`src/rtl/vga_timing_ctrl.sv`:
```
// vga_timing_ctrl
// ---------------
// Run/stop controller and sync generator for the VGA pixel pipeline, clocked
// by the 25 MHz pixel clock. A horizontal pixel counter and a vertical line
// counter step through the active, front-porch, sync and back-porch phases.
// Stop requests take effect only at the end of a frame, so the monitor never
// sees a truncated frame.
//
// Optional feature macro: VGA_TIMING_FRAME_CNT_EN
//   When defined, adds frame_count_o, a 16-bit wrapping count of completed
//   frames. It is cleared only by reset_n and holds its value while idle.
//
// Ports
//   clk_25m        in   pixel clock, rising edge
//   reset_n        in   asynchronous, active-low reset
//   start_i        in   single-cycle start request
//   stop_req_i     in   single-cycle request to stop at the end of the frame
//   busy_o         out  high while running or stopping
//   hsync_o        out  horizontal sync (active level HSYNC_POL)
//   vsync_o        out  vertical sync (active level VSYNC_POL)
//   video_on_o     out  current pixel is inside the visible area
//   pixel_x_o      out  current horizontal count (raw, qualify with video_on_o)
//   pixel_y_o      out  current vertical count (raw, qualify with video_on_o)
//   line_start_o   out  one-cycle pulse at h=0 of every line while busy
//   frame_start_o  out  one-cycle pulse at h=0, v=0 while busy
//   frame_count_o  out  completed-frame count (VGA_TIMING_FRAME_CNT_EN only)
//   dbg_state_o    out  control FSM state: 0=IDLE, 1=RUN, 2=STOPPING
//
// Handshake: start_i and stop_req_i are single-cycle pulses sampled on the
// rising edge; there is no ready. stop_req_i wins over start_i in the same
// cycle. Every output is registered and describes the pixel at the current
// counter values, with no combinational path from the inputs.

module vga_timing_ctrl #(
    parameter int H_ACTIVE  = 640,
    parameter int H_FP      = 16,
    parameter int H_SYNC    = 96,
    parameter int H_BP      = 48,
    parameter int V_ACTIVE  = 480,
    parameter int V_FP      = 10,
    parameter int V_SYNC    = 2,
    parameter int V_BP      = 33,
    parameter int HSYNC_POL = 0,
    parameter int VSYNC_POL = 0,
    parameter int H_BITS    = 10,
    parameter int V_BITS    = 10
) (
    input  logic              clk_25m,
    input  logic              reset_n,
    input  logic              start_i,
    input  logic              stop_req_i,
    output logic              busy_o,
    output logic              hsync_o,
    output logic              vsync_o,
    output logic              video_on_o,
    output logic [H_BITS-1:0] pixel_x_o,
    output logic [V_BITS-1:0] pixel_y_o,
    output logic              line_start_o,
    output logic              frame_start_o,
`ifdef VGA_TIMING_FRAME_CNT_EN
    output logic [15:0]       frame_count_o,
`endif
    output logic [1:0]        dbg_state_o
);

    localparam int H_TOTAL = H_ACTIVE + H_FP + H_SYNC + H_BP;
    localparam int V_TOTAL = V_ACTIVE + V_FP + V_SYNC + V_BP;

    // Count values at which each phase begins.
    localparam logic [H_BITS-1:0] H_LAST  = H_BITS'(H_TOTAL - 1);
    localparam logic [H_BITS-1:0] H_FP_AT = H_BITS'(H_ACTIVE);
    localparam logic [H_BITS-1:0] H_SY_AT = H_BITS'(H_ACTIVE + H_FP);
    localparam logic [H_BITS-1:0] H_BP_AT = H_BITS'(H_ACTIVE + H_FP + H_SYNC);
    localparam logic [V_BITS-1:0] V_LAST  = V_BITS'(V_TOTAL - 1);
    localparam logic [V_BITS-1:0] V_FP_AT = V_BITS'(V_ACTIVE);
    localparam logic [V_BITS-1:0] V_SY_AT = V_BITS'(V_ACTIVE + V_FP);
    localparam logic [V_BITS-1:0] V_BP_AT = V_BITS'(V_ACTIVE + V_FP + V_SYNC);

    localparam logic H_ON = (HSYNC_POL != 0);
    localparam logic V_ON = (VSYNC_POL != 0);

    typedef enum logic [1:0] {
        ST_IDLE     = 2'd0,
        ST_RUN      = 2'd1,
        ST_STOPPING = 2'd2
    } ctrl_t;

    typedef enum logic [1:0] {
        PH_ACT  = 2'd0,
        PH_FP   = 2'd1,
        PH_SYNC = 2'd2,
        PH_BP   = 2'd3
    } phase_t;

    // Shared phase sequencer for both axes; the flags say whether the next
    // count is the first count of the following phase.
    function automatic phase_t step_phase(input phase_t ph, input logic to_fp,
                                          input logic to_sync, input logic to_bp,
                                          input logic to_act);
        phase_t nxt;
        nxt = ph;
        case (ph)
            PH_ACT:  if (to_fp)   nxt = PH_FP;
            PH_FP:   if (to_sync) nxt = PH_SYNC;
            PH_SYNC: if (to_bp)   nxt = PH_BP;
            PH_BP:   if (to_act)  nxt = PH_ACT;
            default: nxt = PH_ACT;
        endcase
        return nxt;
    endfunction

    ctrl_t             ctrl_q, ctrl_d;
    phase_t            h_ph_q, h_ph_d, v_ph_q, v_ph_d;
    logic [H_BITS-1:0] h_cnt_q, h_cnt_d;
    logic [V_BITS-1:0] v_cnt_q, v_cnt_d;
    logic              busy_q, hsync_q, vsync_q, video_on_q;
    logic              line_start_q, frame_start_q;
    logic [H_BITS-1:0] pixel_x_q;
    logic [V_BITS-1:0] pixel_y_q;
    logic              h_wrap, frame_end, advance, busy_d;

    always_comb begin
        h_wrap    = (h_cnt_q == H_LAST);
        frame_end = h_wrap && (v_cnt_q == V_LAST);

        ctrl_d = ctrl_q;
        case (ctrl_q)
            ST_IDLE:     if (start_i && !stop_req_i) ctrl_d = ST_RUN;
            ST_RUN:      if (stop_req_i) ctrl_d = ST_STOPPING;
            ST_STOPPING: begin
                if (start_i && !stop_req_i) ctrl_d = ST_RUN;
                else if (frame_end)         ctrl_d = ST_IDLE;
            end
            default:     ctrl_d = ST_IDLE;
        endcase
        busy_d = (ctrl_d != ST_IDLE);

        // Counters move only while busy before and after the edge: the start
        // edge leaves them at 0 so the first busy cycle shows pixel (0,0),
        // and the stop edge clears them.
        advance = (ctrl_q != ST_IDLE) && (ctrl_d != ST_IDLE);

        h_cnt_d = '0;
        v_cnt_d = '0;
        h_ph_d  = PH_ACT;
        v_ph_d  = PH_ACT;
        if (advance) begin
            h_cnt_d = h_wrap ? '0 : h_cnt_q + 1'b1;
            v_cnt_d = v_cnt_q;
            if (h_wrap) v_cnt_d = (v_cnt_q == V_LAST) ? '0 : v_cnt_q + 1'b1;
            h_ph_d = step_phase(h_ph_q, h_cnt_d == H_FP_AT, h_cnt_d == H_SY_AT,
                                h_cnt_d == H_BP_AT, h_cnt_d == '0);
            v_ph_d = h_wrap ? step_phase(v_ph_q, v_cnt_d == V_FP_AT, v_cnt_d == V_SY_AT,
                                         v_cnt_d == V_BP_AT, v_cnt_d == '0)
                            : v_ph_q;
        end
    end

    // Outputs are computed from the next-state values so they line up with
    // the counters on the same edge.
    always_ff @(posedge clk_25m or negedge reset_n) begin
        if (!reset_n) begin
            ctrl_q        <= ST_IDLE;
            h_ph_q        <= PH_ACT;
            v_ph_q        <= PH_ACT;
            h_cnt_q       <= '0;
            v_cnt_q       <= '0;
            busy_q        <= 1'b0;
            hsync_q       <= ~H_ON;
            vsync_q       <= ~V_ON;
            video_on_q    <= 1'b0;
            line_start_q  <= 1'b0;
            frame_start_q <= 1'b0;
            pixel_x_q     <= '0;
            pixel_y_q     <= '0;
        end else begin
            ctrl_q        <= ctrl_d;
            h_ph_q        <= h_ph_d;
            v_ph_q        <= v_ph_d;
            h_cnt_q       <= h_cnt_d;
            v_cnt_q       <= v_cnt_d;
            busy_q        <= busy_d;
            hsync_q       <= (busy_d && h_ph_d == PH_SYNC) ? H_ON : ~H_ON;
            vsync_q       <= (busy_d && v_ph_d == PH_SYNC) ? V_ON : ~V_ON;
            video_on_q    <= busy_d && (h_ph_d == PH_ACT) && (v_ph_d == PH_ACT);
            line_start_q  <= busy_d && (h_cnt_d == '0);
            frame_start_q <= busy_d && (h_cnt_d == '0) && (v_cnt_d == '0);
            pixel_x_q     <= h_cnt_d;
            pixel_y_q     <= v_cnt_d;
        end
    end

`ifdef VGA_TIMING_FRAME_CNT_EN
    logic [15:0] frame_count_q;

    // Counts every completed frame while busy, including the last frame of a
    // stop; wraps naturally at 16 bits.
    always_ff @(posedge clk_25m or negedge reset_n) begin
        if (!reset_n)                          frame_count_q <= '0;
        else if (ctrl_q != ST_IDLE && frame_end) frame_count_q <= frame_count_q + 16'd1;
    end

    assign frame_count_o = frame_count_q;
`endif

    assign busy_o        = busy_q;
    assign hsync_o       = hsync_q;
    assign vsync_o       = vsync_q;
    assign video_on_o    = video_on_q;
    assign pixel_x_o     = pixel_x_q;
    assign pixel_y_o     = pixel_y_q;
    assign line_start_o  = line_start_q;
    assign frame_start_o = frame_start_q;
    assign dbg_state_o   = ctrl_q;

endmodule

```
`config.mk`:
```
export PLATFORM = sky130hd
export DESIGN_NAME = vga_timing_ctrl
export DESIGN_NICKNAME = d
export VERILOG_FILES = /design/src/rtl/vga_timing_ctrl.sv
export SDC_FILE = /design/constraint.sdc
export NUM_CORES = 1
export LEC_CHECK = 0
export BUFFER_PORTS_ARGS = -buffer_cell sky130_fd_sc_hd__buf_4
export CAP_MARGIN = 25
export CORE_ASPECT_RATIO = 0.5
export CORE_UTILIZATION = 57
export CTS_BUF_LIST = sky130_fd_sc_hd__clkbuf_16
export CTS_CLUSTER_SIZE = 30
export DETAILED_ROUTE_END_ITERATION = 7
export PLACE_DENSITY = 0.82
export SLEW_MARGIN = 10
export SYNTH_ARGS = -nofsm -noshare
export SYNTH_HDL_FRONTEND = slang
export SYNTH_SLANG_ARGS = --single-unit
```
`constraint.sdc`:
```
create_clock -name clk_25m -period 7 [get_ports clk_25m]
set_input_delay 1.4 -clock clk_25m [delete_from_list [all_inputs] [get_ports clk_25m]]
set_output_delay 1.4 -clock clk_25m [all_outputs]
set_load 0.1 [all_outputs]
```
Yosys cells after proc, flatten, opt, wreduce, memory -nomap -nowiden
Index checks and enable logic that the tools add are counted.
- mux-type cells: 26
- reductions and logical operators: 21
- add/subtract/negate cells: 2
- eq/ne operators: 18
- operators with widths (cell ; number):
    $mux W10 ; 6
    $eq A10 B10 Y1 const B ; 5
    $logic_not A10 Y1 ; 4
    $eq A10 B9 Y1 const B ; 3
    $mux W2 ; 15
    $add A10 B1 Y10 const B ; 2
    $pmux W2 S4 ; 2
    $eq A2 B2 Y1 const B ; 7
    $logic_not A2 Y1 ; 5
    $logic_and A1 B1 Y1 ; 9
    $eq A2 B1 Y1 const B ; 3
    $pmux W2 S3 ; 1
    $reduce_bool A2 Y1 ; 2
    $mux W1 ; 2
    $logic_not A1 Y1 ; 1
- logic and storage cells: 78
- output and inout bits: 28
- flip-flop bits (word level): 32

Longest topological paths before layout
- depth in word-level cells: 16
- gate-level depth with buffers: 11

Worst setup path before layout
No wires, ideal clock.
- path kind: register -> register
- from: reg, netlist name pixel_x_o[0]
- to: reg video_on_q, in the netlist video_on_o
- path buffers: 1
- required time: 6.867 ns
- data arrival time: 3.161 ns
- stages on the path, launching flop included: 10
- setup slack: 3.706 ns
- cell sequence: dfrtp_1 ha_1 clkbuf_1 nand2_1 nor4_1 a31oi_1 or4_4 o31a_1 a211oi_2 nor4_2
- RTL lines (item ; RTL line ; RTL):
    end signal: assignment ; 185 ; video_on_q <= busy_d && (h_ph_d == PH_ACT) && (v_ph_d == PH_ACT);
    end: declaration ; 116 ; logic busy_q, hsync_q, vsync_q, video_on_q;

==> impl_metrics.py <==
metrics = {
    "run_status": {
        "status": "finished, final reports clean",
    },
    "synth": {
        "synthDominantCellAreaShare": 0.346,
        "ys_seq_elements": 32,
        "synth_edf_count": 0,
        "yosysMostFrequentCell": "dfrtp_1",
        "ys.flop_type": "dfrtp_1",
        "ys_types": 58,
        "async_flop_share": 1.00,
        "seq_area_frac_synth": 0.370,
        "synth_fp_nets": 247,
        "syn_avg_cell_area_sq_um": 9.03,
        "yosys.area.top_type": "dfrtp_1",
        "synth_common_cells": "30 x dfrtp_1, 16 x nor2_1, 13 x a21oi_1",
        "syn_area_sq_um": 2170,
        "ys.warnings.count": 0,
        "netlist_instances": 240,
        "ys_top_cells_by_area": "dfrtp_1 35%, a21oi_1 3.0%, nand4_1 2.9%",
    },
    "critical_path": {
        "crit_path_top_delay_cell": "a32o_1",
        "path_cells": "ha_1 -> nand2_1 -> nor3_1 -> buf_4 -> a32o_1 -> nor2_1 -> a31oi_1 -> a211oi_1 -> nor4_2",
        "path_buf_inv": 1,
        "crit_arrival_ns": 3.60,
        "reg2reg_depth": 9,
        "crit_start": "pixel_x_o[0]",
        "reg2reg_slack_ns": 3.58,
        "cp_top_family": "simple AND/OR/NAND/NOR gates",
        "required_ns": 7.18,
        "endpoint_kind": "register",
        "crit_type": "register to register",
        "cp.depth": 9,
        "max_stage_delay_ns": 0.74,
        "start_kind": "register",
        "timing.rr.start": "pixel_x_o[0]",
        "cp_max_fo": 20,
    },
    "finish": {
        "post-route-util": 0.730,
        "drive_gt1_frac": 0.203,
        "syn2layout_area_growth_pct": 18.8,
        "diodes": 0,
        "nets": 272,
        "stdcell_count": 317,
    },
    "drt": {
        "routed_wl_microns": 5770,
        "drc": 0,
        "highest_layer": "met4",
        "drt-initial-drc-count": 125,
        "dr.pass1.iters": 4,
        "dr_wl_met3_microns": 461,
        "vias": 2093,
        "antenna_left": 0,
        "met1Wirelength_microns": 2650,
        "avgViaCountPerCell": 6.60,
        "wl_met2_microns": 2620,
        "wl_per_cell_microns": 18.2,
    },
    "die": {
        "die-area_sq_um": 4070,
        "core_area_sq_um": 3530,
        "die_x_microns": 89.2,
        "die-height_microns": 45.6,
        "rows": 15,
        "io_pins": 32,
        "initial_utilization": 0.615,
    },
    "clock_tree": {
        "cts_hold_buf": 0,
        "cts_resized": 0,
        "post_cts_buffers": 0,
        "clock_sinks": 32,
        "cts.clk_slew.worst_paths_ns": 0.06,
        "cts_buffer_depth": 2,
        "root_buffer": "clkbuf_16",
        "cts_buffers": 5,
        "cts_tree": "done",
        "htree_levels": 2,
        "clk_latency_ns": 0.28,
    },
    "worst_hold_path": {
        "worst_hold_startpoint": "v_ph_q[0]",
        "hp-class": "register to register",
        "min_path_cells": 1,
    },
    "sta": {
        "setup_tns_ns": 0,
        "timing.hold.ws_ns": 0.590,
        "max_slew_margin": 0.441,
        "fin_skew_ns": 0.00749,
        "tightest_slew_ns": 0.838,
        "rsz0062_at_grt": "no",
        "period_share": 0.488,
        "period_needed_ns": 3.42,
        "max_freq_ghz": 0.293,
        "hold_violations": 0,
        "setup_slack_ns": 3.58,
        "drv_slew": 0,
        "setup_viol": 0,
    },
    "power_and_ir_drop": {
        "p_per_area_nw_per_um2": 225,
        "vdd_drop_max_uv": 174,
        "p_leak_uw": 0.00106,
    },
    "placement": {
        "place.gp.congestion": 0.898,
        "dp.cells": 309,
        "port_buffers": 31,
        "post-place-ws_ns": 3.58,
        "place_hpwl_microns": 4120,
    },
    "global_route": {
        "antenna_found_initial": 0,
        "grt.total_usage": 0.310,
        "grt_pass1_vias": 1856,
        "grt_overflow": 0,
        "grt_pass1_wl_microns": 9150,
        "grt_max_degree": 33,
    },
    "job": {
        "drv_cap": 0,
    },
}
==> registers in the layout (all words and copies together), names as in the netlist <==
signal and flops:
dbg_state_o 2, v_ph_q 2, h_ph_q 2, frame_start_o 1, busy_o 1, pixel_y_o 10, line_start_o 1, video_on_o 1
vsync_o 1, pixel_x_o 10, hsync_o 1
==> where the power goes <==
part | switching, uW | total (uW) | leakage, uW | internal, uW
clock | 81.8 | 249 | 0.0000798 | 167
sequential | 9.02 | 204 | 0.000430 | 195
combinational | 103 | 128 | 0.000550 | 25.4
==> per-stage QoR <==
step                      power [uW]  cell area [sq um]
after floorplan                  302               2170
after global placement           332               2410
after detailed placement         334               2410
after CTS                        583               2580
after global routing             599               2580
final                            581               2580
==> area by class of cell <==
class / instances / area (sq um)
clock inverter: 3 / 42.5
inverter: 9 / 33.8
clock buffer: 5 / 125
multi-input combinational: 185 / 1270
fill: 286 / 952
sequential: 32 / 803
timing repair buffer: 32 / 240
tap: 51 / 63.8
==> cells by family after synthesis <==
family / synth area share
AO/OA/AOI/OAI: 0.198
XOR/XNOR: 0.0485
adder cells (fa/ha/maj): 0.0173
buffers and inverters: 0.0450
flip-flops: 0.370
AND/OR/NAND/NOR: 0.320
==> path summary, 6_finish.rpt <==
check,to
worst max-delay path,video_on_o
worst min-delay path,v_ph_q[1]
worst max register to register,video_on_o
worst min register to register,v_ph_q[1]
max in group asynchronous,vsync_o
min in group asynchronous,pixel_x_o[0]
==> cells in the final DEF (no fill, tap or decap), drive strengths merged, types with 7 or more instances in the layout <==
master / Yosys / routed
nor2: 16 / 16
and2: 8 / 8
xnor2: 7 / 7
a31oi: 7 / 7
o21ai: 7 / 7
a21oi: 13 / 13
inv: 9 / 9
nand2b: 8 / 8
nand4: 10 / 10
nor3: 11 / 11
nand2: 11 / 11
buf: 5 / 32
dfrtp: 30 / 30
nand3: 11 / 11
==> routing by layer <==
layer / vias to the layer above / global-route usage
met4: 0 / 0.0635
met5: - / 0
met3: 7 / 0.101
met2: 91 / 0.476
met1: 1029 / 0.433
li1: 966 / -
(Power assumes the default switching activity.)
